<file path="config.mk">
export PLATFORM = sky130hd
export DESIGN_NAME = daq_sweep_sequencer
export DESIGN_NICKNAME = d
export VERILOG_FILES = /design/src/rtl/daq_pkg.sv /design/src/rtl/daq_wdog_cnt.sv /design/src/rtl/daq_sweep_sequencer.sv
export SDC_FILE = /design/constraint.sdc
export NUM_CORES = 1
export LEC_CHECK = 0
export ABC_AREA = 1
export CAP_MARGIN = 15
export CORE_MARGIN = 1.5
export CORE_UTILIZATION = 40
export DETAILED_ROUTE_END_ITERATION = 7
export GPL_TIMING_DRIVEN = 0
export PLACE_DENSITY_LB_ADDON = 0.2
export SYNTH_ARGS = -nofsm -noshare
export SYNTH_HDL_FRONTEND = slang
export SYNTH_SLANG_ARGS = --single-unit
export TNS_END_PERCENT = 30
</file>
<file path="constraint.sdc">
create_clock -name clk -period 5.7 [get_ports clk]
set_input_delay 0.855 -clock clk [delete_from_list [all_inputs] [get_ports clk]]
set_output_delay 0.855 -clock clk [all_outputs]
set_load 0.01 [all_outputs]
</file>
<file path="src/rtl/daq_pkg.sv">
// Shared types and constants for the DAQ sweep sequencer.
// Holds the FSM state encoding, the default code width and the counter sizing helper.
package daq_pkg;

    localparam int DAQ_DATA_W  = 12;
    // One guard bit on code+step exposes overflow past the top code.
    localparam int SUM_GUARD_W = 1;

    typedef logic [2:0] daq_state_t;

    localparam daq_state_t ST_IDLE      = 3'd0;
    localparam daq_state_t ST_ISSUE     = 3'd1;
    localparam daq_state_t ST_WAIT_DONE = 3'd2;
    localparam daq_state_t ST_EMIT      = 3'd3;
    localparam daq_state_t ST_SETTLE    = 3'd4;
    localparam daq_state_t ST_FINISH    = 3'd5;

    function automatic int cnt_width(input int settle, input int timeout);
        int m;
        m = (settle > timeout) ? settle : timeout;
        return (m < 2) ? 1 : $clog2(m + 1);
    endfunction

endpackage

</file>
<file path="src/rtl/daq_wdog_cnt.sv">
// Loadable saturating down-counter shared by the settle delay and the done watchdog.
// Latency: load takes effect next cycle; zero is combinational from the count. No backpressure.
// Backpressure: none; en simply stalls the count.
module daq_wdog_cnt #(
    parameter int CNT_W = 13
) (
    input  logic             clk,
    input  logic             reset,
    input  logic             load,
    input  logic [CNT_W-1:0] load_val,
    input  logic             en,
    output logic             zero
);

    logic [CNT_W-1:0] cnt;

    always_ff @(posedge clk or posedge reset) begin
        if (reset) begin
            cnt <= '0;
        end else if (load) begin
            cnt <= load_val;
        end else if (en && (cnt != '0)) begin
            cnt <= cnt - CNT_W'(1);
        end
    end

    assign zero = (cnt == '0);

endmodule

</file>
<file path="src/rtl/daq_sweep_sequencer.sv">
// Steps a DAQ core through a DAC code sweep and streams (dac, adc) pairs; optional DAQ_SWEEP_MINMAX_EN adds min/max tracking.
// Latency: daq_start one cycle after cfg_start; a result appears the cycle after daq_done.
// Backpressure: res_valid holds all result fields until res_ready; the sweep stalls meanwhile.
module daq_sweep_sequencer
    import daq_pkg::*;
#(
    parameter int DATA_W         = DAQ_DATA_W,
    parameter int SETTLE_CYCLES  = 16,
    parameter int TIMEOUT_CYCLES = 4096
) (
    input  logic              clk,
    input  logic              reset,
    input  logic              cfg_start,
    input  logic              cfg_abort,
    input  logic [DATA_W-1:0] cfg_start_code,
    input  logic [DATA_W-1:0] cfg_stop_code,
    input  logic [DATA_W-1:0] cfg_step,
    output logic              busy,
    output logic              done,
    output logic              timeout_err,
    output logic              daq_start,
    output logic [DATA_W-1:0] daq_din,
    input  logic [DATA_W-1:0] daq_dout,
    input  logic              daq_done,
    output logic              res_valid,
    input  logic              res_ready,
    output logic [DATA_W-1:0] res_dac_code,
    output logic [DATA_W-1:0] res_adc_code,
    output logic              res_last
`ifdef DAQ_SWEEP_MINMAX_EN
    ,
    output logic [DATA_W-1:0] min_code,
    output logic [DATA_W-1:0] max_code,
    output logic              minmax_valid
`endif
);

    localparam int SUM_W = DATA_W + SUM_GUARD_W;
    localparam int CNT_W = cnt_width(SETTLE_CYCLES, TIMEOUT_CYCLES);
    // Watchdog hits zero in the last WAIT_DONE cycle, so expiry lands TIMEOUT_CYCLES after daq_start.
    localparam logic [CNT_W-1:0] TO_LOAD     = CNT_W'(TIMEOUT_CYCLES - 2);
    localparam logic [CNT_W-1:0] SETTLE_LOAD = CNT_W'(SETTLE_CYCLES - 1);

    daq_state_t        state;
    daq_state_t        state_nxt;
    logic [DATA_W-1:0] code;
    logic [DATA_W-1:0] stop_code;
    logic [DATA_W-1:0] step;
    logic              abort_pend;
    logic [SUM_W-1:0]  sum;
    logic              last_point;
    logic              capture;
    logic              expire;
    logic              cnt_load;
    logic [CNT_W-1:0]  cnt_load_val;
    logic              cnt_en;
    logic              cnt_zero;

    daq_wdog_cnt #(.CNT_W(CNT_W)) u_wdog (
        .clk      (clk),
        .reset    (reset),
        .load     (cnt_load),
        .load_val (cnt_load_val),
        .en       (cnt_en),
        .zero     (cnt_zero)
    );

    assign sum        = SUM_W'(code) + SUM_W'(step);
    assign last_point = (step == '0) || (sum > SUM_W'(stop_code)) || sum[DATA_W]
                        || abort_pend || cfg_abort;
    assign capture    = (state == ST_WAIT_DONE) && daq_done;
    assign expire     = (state == ST_WAIT_DONE) && !daq_done && cnt_zero;

    always_comb begin
        state_nxt    = state;
        cnt_load     = 1'b0;
        cnt_load_val = TO_LOAD;
        cnt_en       = 1'b0;
        case (state)
            ST_IDLE: begin
                if (cfg_start) state_nxt = ST_ISSUE;
            end
            ST_ISSUE: begin
                state_nxt = ST_WAIT_DONE;
                cnt_load  = 1'b1;
            end
            ST_WAIT_DONE: begin
                cnt_en = 1'b1;
                if (daq_done)      state_nxt = ST_EMIT;
                else if (cnt_zero) state_nxt = ST_FINISH;
            end
            ST_EMIT: begin
                if (res_ready) begin
                    if (res_last) begin
                        state_nxt = ST_FINISH;
                    end else if (SETTLE_CYCLES == 0) begin
                        state_nxt = abort_pend ? ST_FINISH : ST_ISSUE;
                    end else begin
                        state_nxt    = ST_SETTLE;
                        cnt_load     = 1'b1;
                        cnt_load_val = SETTLE_LOAD;
                    end
                end
            end
            ST_SETTLE: begin
                cnt_en = 1'b1;
                if (abort_pend)    state_nxt = ST_FINISH;
                else if (cnt_zero) state_nxt = ST_ISSUE;
            end
            ST_FINISH: begin
                state_nxt = ST_IDLE;
            end
            default: begin
                state_nxt = ST_IDLE;
            end
        endcase
    end

    always_ff @(posedge clk or posedge reset) begin
        if (reset) begin
            state        <= ST_IDLE;
            code         <= '0;
            stop_code    <= '0;
            step         <= '0;
            abort_pend   <= 1'b0;
            res_adc_code <= '0;
            res_last     <= 1'b0;
            timeout_err  <= 1'b0;
        end else begin
            state <= state_nxt;
            if ((state == ST_IDLE) && cfg_start) begin
                code        <= cfg_start_code;
                stop_code   <= cfg_stop_code;
                step        <= cfg_step;
                timeout_err <= 1'b0;
            end
            if (capture) begin
                res_adc_code <= daq_dout;
                res_last     <= last_point;
            end
            if (expire) timeout_err <= 1'b1;
            if ((state == ST_EMIT) && res_ready && !res_last) code <= sum[DATA_W-1:0];
            if (state == ST_IDLE)  abort_pend <= 1'b0;
            else if (cfg_abort)    abort_pend <= 1'b1;
        end
    end

    assign busy         = (state != ST_IDLE);
    assign done         = (state == ST_FINISH);
    assign daq_start    = (state == ST_ISSUE);
    assign daq_din      = code;
    assign res_valid    = (state == ST_EMIT);
    assign res_dac_code = code;

`ifdef DAQ_SWEEP_MINMAX_EN
    logic first_cap;

    always_ff @(posedge clk or posedge reset) begin
        if (reset) begin
            min_code     <= '0;
            max_code     <= '0;
            minmax_valid <= 1'b0;
            first_cap    <= 1'b0;
        end else begin
            if ((state == ST_IDLE) && cfg_start) begin
                minmax_valid <= 1'b0;
                first_cap    <= 1'b1;
            end
            if (capture) begin
                if (first_cap || (daq_dout < min_code)) min_code <= daq_dout;
                if (first_cap || (daq_dout > max_code)) max_code <= daq_dout;
                first_cap <= 1'b0;
            end
            if (state == ST_FINISH) minmax_valid <= 1'b1;
        end
    end
`endif

endmodule

</file>
==> impl_metrics.env, run 1 <==
export IMPL_dpl_instance_area_um2=5340
export IMPL_startpoint_type="flop"
export IMPL_synth_most_common_cell="nand2_1"
export IMPL_drive_gt1_frac=0.112
export IMPL_fin_setup_tns_ns=0
export IMPL_synth_edf_count=0
export IMPL_portBuffers=95
export IMPL_dpl_hpwl_um=8310
export IMPL_final_antenna_net_count=0
export IMPL_yosysTopAreaCell="dfrtp_1"
export IMPL_clock_root_buffer="clkbuf_8"
export IMPL_seq_area_frac_synth=0.398
export IMPL_hold_class="flop to flop"
export IMPL_yosysWarnings=0
export IMPL_drc=0
export IMPL_path_class="flop to flop"
export IMPL_synth_main_ff_cell="dfrtp_1"
export IMPL_grt_pass1_vias=3862
export IMPL_synthSimpleGateAreaFrac=0.294
export IMPL_worst_slack_ns=2.82
export IMPL_cts_buffer_depth=2
export IMPL_maxCapViolations=0
export IMPL_synthMuxAreaShare=0.0344
export IMPL_antenna_cells=0
export IMPL_ys_top_cells_by_area="dfrtp_1 40%, nand2_1 16%, ha_1 7.4%, inv_1 5.7%, nand3_1 4.7%"
export IMPL_wl_per_cell_um=13.0
export IMPL_synth_xor_area_frac=0.0125
export IMPL_crit_fanout=4
export IMPL_place_gp_congestion=0.838
export IMPL_grt_ovfl_total=0
export IMPL_hold_viol=0
export IMPL_clk_pin_slew_ns=0.08
export IMPL_max_freq_mhz=347
export IMPL_cts_buffers=9
export IMPL_via_per_inst=4.80
export IMPL_syn_num_nets=641
export IMPL_cp_data_arrival_time_ns=3.13
export IMPL_synthAdderAreaFrac=0.0790
export IMPL_synth_top_family_by_area="simple AND/OR/NAND/NOR gates"
export IMPL_start_util=0.410
export IMPL_rsz0062_at_grt="no"
export IMPL_tritoncts="built"
export IMPL_dieArea_um2=11200
export IMPL_netlist_area_um2=4220
export IMPL_endpoint_kind="flop"
export IMPL_power_leakage_nw=2.77
export IMPL_fin_area_um2=5540
export IMPL_ff2ff_path_depth=16
export IMPL_grt_pass1_wl_um=18200
export IMPL_period_needed_ns=2.88
export IMPL_cts_hold_buf=0
export IMPL_synth_compound_area_frac=0.0760
export IMPL_min_path_cells=2
export IMPL_wirelength_um=10500
export IMPL_power_density_nw_per_um2=616
export IMPL_crit_start="daq_din[0]$_DFFE_PP0P_"
export IMPL_cp_required_ns=5.95
export IMPL_grt_max_degree=68
export IMPL_die_h_um=106
export IMPL_yosysTopAreaCellShare=0.398
export IMPL_whs_ns=0.506
export IMPL_syn_avg_cell_area_um2=7.51
export IMPL_clock_latency_ns=0.35
export IMPL_synthToLayoutAreaGrowth_pct=31.4
export IMPL_cts_resized=0
export IMPL_coreArea_um2=10300
export IMPL_fin_crit_sh=0.506
export IMPL_outcome="finished clean"
export IMPL_synth_common_cells="181 x nand2_1, 67 x dfrtp_1, 64 x inv_1, 46 x nor2_1, 40 x nand3_1"
export IMPL_relSlewSlack=0.448
export IMPL_min_to="timeout_err$_DFFE_PP0P_"
export IMPL_gr_usage_all_layers=0.205
export IMPL_hp_start="timeout_err$_DFFE_PP0P_"
export IMPL_worstReg2RegStart="daq_din[0]$_DFFE_PP0P_"
export IMPL_setup_viol=0
export IMPL_synthArstFlopShare=1.00
export IMPL_final_nets=747
export IMPL_slew_viol_final=0
export IMPL_htreeDepth=3
export IMPL_postCtsSetupBuffers=0
export IMPL_clock_sinks=67
export IMPL_synth_distinct_cells=37
export IMPL_r2r_end="res_last$_DFFE_PP0P_"
export IMPL_io_pins=96
export IMPL_place_ws_ns=2.81
export IMPL_synthCells=561
export IMPL_drtIter0Drc=189
export IMPL_rows=37
export IMPL_ir_drop_mv=0.258
export IMPL_tightest_slew_ns=0.828
export IMPL_skew_ns=0.00803
export IMPL_r2r_slack_ns=2.82
export IMPL_grt_antenna_before_repair=0
export IMPL_die_w_um=106
export IMPL_dr_total_vias=3882
export IMPL_power_mw=3.41
export IMPL_synth_seq_cells=67
export IMPL_drt_first_pass_iters=4
==> where the power goes <==
part	switching [mW]	internal, mW
combinational	1.17	0.948
clock	0.204	0.205
sequential	0.186	0.699
total	1.56	1.85
==> cell type report <==
cell class	instances	area (um^2)
Fill cell	1021	4740
Multi-Input combinational cell	398	2090
Sequential cell	67	1680
Timing Repair Buffer	95	951
Inverter	73	279
Buffer	23	170
Tap cell	136	170
Clock buffer	9	124
Clock inverter	7	76.3
==> through the flow <==
step / util / cells
after floorplan: - / 561
after global placement: 0.519 / 792
after detailed placement: 0.519 / 792
after CTS: 0.539 / 808
after global routing: 0.539 / 808
final: 0.539 / 808
==> worst max-delay path by stage <==
stage | end | slack, ns | cells after the start
2_1_floorplan | abort_pend$_DFFE_PP0P_ | 3.16 | 1
3_3_place_gp | stop_code[2]$_DFFE_PP0P_ | 1.93 | 2
3_5_place_dp | res_last$_DFFE_PP0P_ | 2.81 | 16
4_1_cts | res_last$_DFFE_PP0P_ | 2.79 | 16
5_1_grt | res_last$_DFFE_PP0P_ | 2.55 | 16
6_report | res_last$_DFFE_PP0P_ | 2.82 | 16
==> kinds of logic (layout without fill, tap and decap cells) <==
group / Yosys count / in the layout
xor+xnor: 6 / 6
buf+inv: 96 / 207
mux: 13 / 13
fa+ha+maj: 26 / 26
compound gates: 61 / 61
flops: 67 / 67
simple gates: 292 / 292
==> worst max-delay path, cell delays in order (launching register included) <==
cell and delay, ns:
dfrtp_1 0.41, ha_1 0.27, fa_1 0.45, nand3_1 0.10
nand3_1 0.12, nand2_1 0.11, nand2_1 0.05, nand2_1 0.05
nand2_1 0.10, ha_1 0.31, nand2_1 0.07, nor3_1 0.23
nand3_1 0.11, nand2_1 0.10, nand3_1 0.08, nor2_1 0.15
nor2_1 0.06
==> per-layer routing <==
layer | vias to the layer above | track usage | routed length (um)
li1 | 1987 | - | -
met1 | 1791 | 0.274 | 5010
met2 | 86 | 0.327 | 4800
met3 | 18 | 0.0439 | 532
met4 | 0 | 0.0763 | 189
met5 | - | 0 | 0
==> flip-flops by register name, summed over array words and instances, names as in the netlist <==
register and flops:
res_adc_code 12, u_wdog.cnt 13, step 12, state 3
daq_din 12, abort_pend 1, res_last 1, timeout_err 1
stop_code 12
==> cell usage in the layout (no fill, tap or decap), types with 2 or more instances in the layout <==
master           Yosys  final
dfrtp_1             67     67
or2_2                5      5
clkbuf_8             0      9
nand3_2              2      2
o211ai_1             2      2
clkinvlp_4           0      2
nand4_1              6      6
o21ai_1             11     11
nand2_1            181    181
inv_6                0      2
clkdlybuf4s50_1      0     95
a21oi_1             17     17
nand3_1             40     40
nand2_4              2      2
ha_1                25     25
buf_4               16     16
mux2_2              12     12
inv_4                1      2
inv_2                8      8
nor3_1               3      3
nand2_2              2      2
o21ai_0             27     27
buf_2                4      4
xor2_1               5      5
nor2_1              46     46
inv_1               64     63
(Power assumes the default switching activity.)
==> run 2: changes to the inputs <==
==> constraint.sdc (replaced) <==
create_clock -name clk -period 3 [get_ports clk]
set_input_delay 0.45 -clock clk [delete_from_list [all_inputs] [get_ports clk]]
set_output_delay 0.45 -clock clk [all_outputs]
set_load 0.01 [all_outputs]
==> run 2 against run 1 <==
Against the previous run:
- first-iteration DRC count is the same
- maximum frequency is 4.6% higher
- design area is 0.14% higher
- critical path type unchanged
- highest routed layer unchanged
- combinational power grew 91%
- utilization increased by 0.073 points
==> impl_metrics.env, run 2 (same netlist as run 1, synthesis figures left out) <==
export IMPL_cp_required_ns=3.25
export IMPL_slowest_delay_ns=0.41
export IMPL_die_h_um=106
export IMPL_grt_ovfl_total=0
export IMPL_ir_drop_mv=0.490
export IMPL_crit_start="daq_din[0]$_DFFE_PP0P_"
export IMPL_worstReg2RegStart="daq_din[0]$_DFFE_PP0P_"
export IMPL_grt_pass1_wl_um=18200
export IMPL_cts_hold_buf=0
export IMPL_dr_total_vias=3896
export IMPL_clock_sinks=67
export IMPL_maxCapViolations=0
export IMPL_layout_commonest_cell="nand2_1"
export IMPL_cp_data_arrival_time_ns=3.01
export IMPL_io_pins=96
export IMPL_drt_first_pass_iters=4
export IMPL_skew_ns=0.00864
export IMPL_coreArea_um2=10300
export IMPL_setup_viol=0
export IMPL_power_leakage_nw=2.77
export IMPL_drive_gt1_frac=0.115
export IMPL_slowest_stage="dfrtp_1"
export IMPL_portBuffers=95
export IMPL_crit_buf_inv=0
export IMPL_final_nets=747
export IMPL_path_cells="ha_1 > fa_2 > nand3_1 > nand3_1 > nand2_1 > nand2_1 > nand2_1 > nand2_1 > ha_1 > nand2_1 > nor3_2 > nand3_1 > nand2_1 > nand3_1 > nor2_1 > nor2_1"
export IMPL_wirelength_um=10600
export IMPL_via_per_inst=4.82
export IMPL_period_needed_ns=2.76
export IMPL_antenna_cells=0
export IMPL_cts_buffers=9
export IMPL_endpoint_kind="flop"
export IMPL_path_class="flop to flop"
export IMPL_grt_antenna_before_repair=0
export IMPL_tightest_slew_ns=0.827
export IMPL_startpoint_type="flop"
export IMPL_crit_fanout=4
export IMPL_fin_crit_sh=0.919
export IMPL_r2r_slack_ns=0.24
export IMPL_relSlewSlack=0.449
export IMPL_slew_viol_final=0
export IMPL_outcome="finished clean"
export IMPL_dpl_instance_area_um2=5340
export IMPL_critPathMostFrequentCell="nand2_1"
export IMPL_final_antenna_net_count=0
export IMPL_power_density_nw_per_um2=1170
export IMPL_clock_latency_ns=0.36
export IMPL_ff2ff_path_depth=16
export IMPL_synthToLayoutAreaGrowth_pct=31.6
export IMPL_clk_pin_slew_ns=0.08
export IMPL_die_w_um=106
export IMPL_max_freq_mhz=363
export IMPL_fin_area_um2=5550
export IMPL_dieArea_um2=11200
export IMPL_place_ws_ns=0.114
export IMPL_grt_pass1_vias=3862
export IMPL_fin_setup_tns_ns=0
export IMPL_gr_usage_all_layers=0.205
export IMPL_tritoncts="built"
export IMPL_regMostFlops="u_wdog.cnt"
export IMPL_hold_viol=0
export IMPL_whs_ns=0.506
export IMPL_crit_cells=16
export IMPL_worst_slack_ns=0.242
export IMPL_crit_path_end="res_last$_DFFE_PP0P_"
export IMPL_start_util=0.410
export IMPL_rsz0062_at_grt="no"
export IMPL_htreeDepth=3
export IMPL_drc=0
export IMPL_drtIter0Drc=189
export IMPL_largest_reg_flops=13
export IMPL_cts_buffer_depth=2
export IMPL_clock_root_buffer="clkbuf_8"
export IMPL_r2r_end="res_last$_DFFE_PP0P_"
export IMPL_power_mw=6.51
export IMPL_place_gp_congestion=0.838
export IMPL_rows=37
export IMPL_dpl_hpwl_um=8310
export IMPL_crit_family="simple AND/OR/NAND/NOR gates"
export IMPL_min_path_cells=2
export IMPL_hold_class="flop to flop"
export IMPL_wl_per_cell_um=13.1
export IMPL_grt_max_degree=68
export IMPL_final_cell_mix="181 x nand2_1, 95 x clkdlybuf4s50_1, 67 x dfrtp_1"
-- run 2: cell counts in the layout (fill, tap and decap cells not counted) --
Identical to the previous run, type by type.
-- run 2: metrics by stage --
stage / utilization / cells
after floorplan: - / 561
after global placement: 0.519 / 792
after detailed placement: 0.519 / 792
after CTS: 0.539 / 808
after global routing: 0.540 / 808
final: 0.540 / 808
-- run 2: worst min path at each step --
stage / from / to / slack [ns]
final: timeout_err$_DFFE_PP0P_ / timeout_err$_DFFE_PP0P_ / 0.51
after detailed placement: timeout_err$_DFFE_PP0P_ / timeout_err$_DFFE_PP0P_ / 0.48
after global placement: res_adc_code[11]$_DFFE_PP0P_ / res_adc_code[11]$_DFFE_PP0P_ / 0.49
after floorplan: stop_code[0]$_DFFE_PP0P_ / stop_code[0]$_DFFE_PP0P_ / 0.46
after global routing: res_adc_code[8]$_DFFE_PP0P_ / res_adc_code[8]$_DFFE_PP0P_ / 0.54
after CTS: res_adc_code[8]$_DFFE_PP0P_ / res_adc_code[8]$_DFFE_PP0P_ / 0.51
-- run 2: worst min-delay path, stage by stage (launching register included) --
cell and delay (ns):
dfrtp_1 0.35, nand2_1 0.05, o21ai_0 0.07
-- run 2: cell type report --
class                           instances  area, um^2
Sequential cell                        67        1680
Buffer                                 23         170
Tap cell                              136         170
Timing Repair Buffer                   95         951
Inverter                               73         279
Clock inverter                          7        76.3
Multi-Input combinational cell        398        2100
Fill cell                            1020        4730
Clock buffer                            9         124
-- run 2: where the power goes --
| part | switching [mW] | leakage [nW] | internal [mW] |
|---|---|---|---|
| clock | 0.387 | 0.0962 | 0.389 |
| combinational | 2.24 | 1.87 | 1.81 |
| sequential | 0.354 | 0.806 | 1.33 |
-- run 2: repair_timing --
item | in CTS | in global routing
endpoints found under the setup margin | 0 | 1
resized for setup | 0 | 2
setup buffers | 0 | 0
-- run 2: layer usage --
metal | track usage | vias to the layer above | share of wire
met3 | 0.0439 | 17 | 0.054
met4 | 0.0763 | 0 | 0.018
met5 | 0 | - | 0
li1 | - | 1985 | -
met2 | 0.327 | 90 | 0.46
met1 | 0.274 | 1804 | 0.47
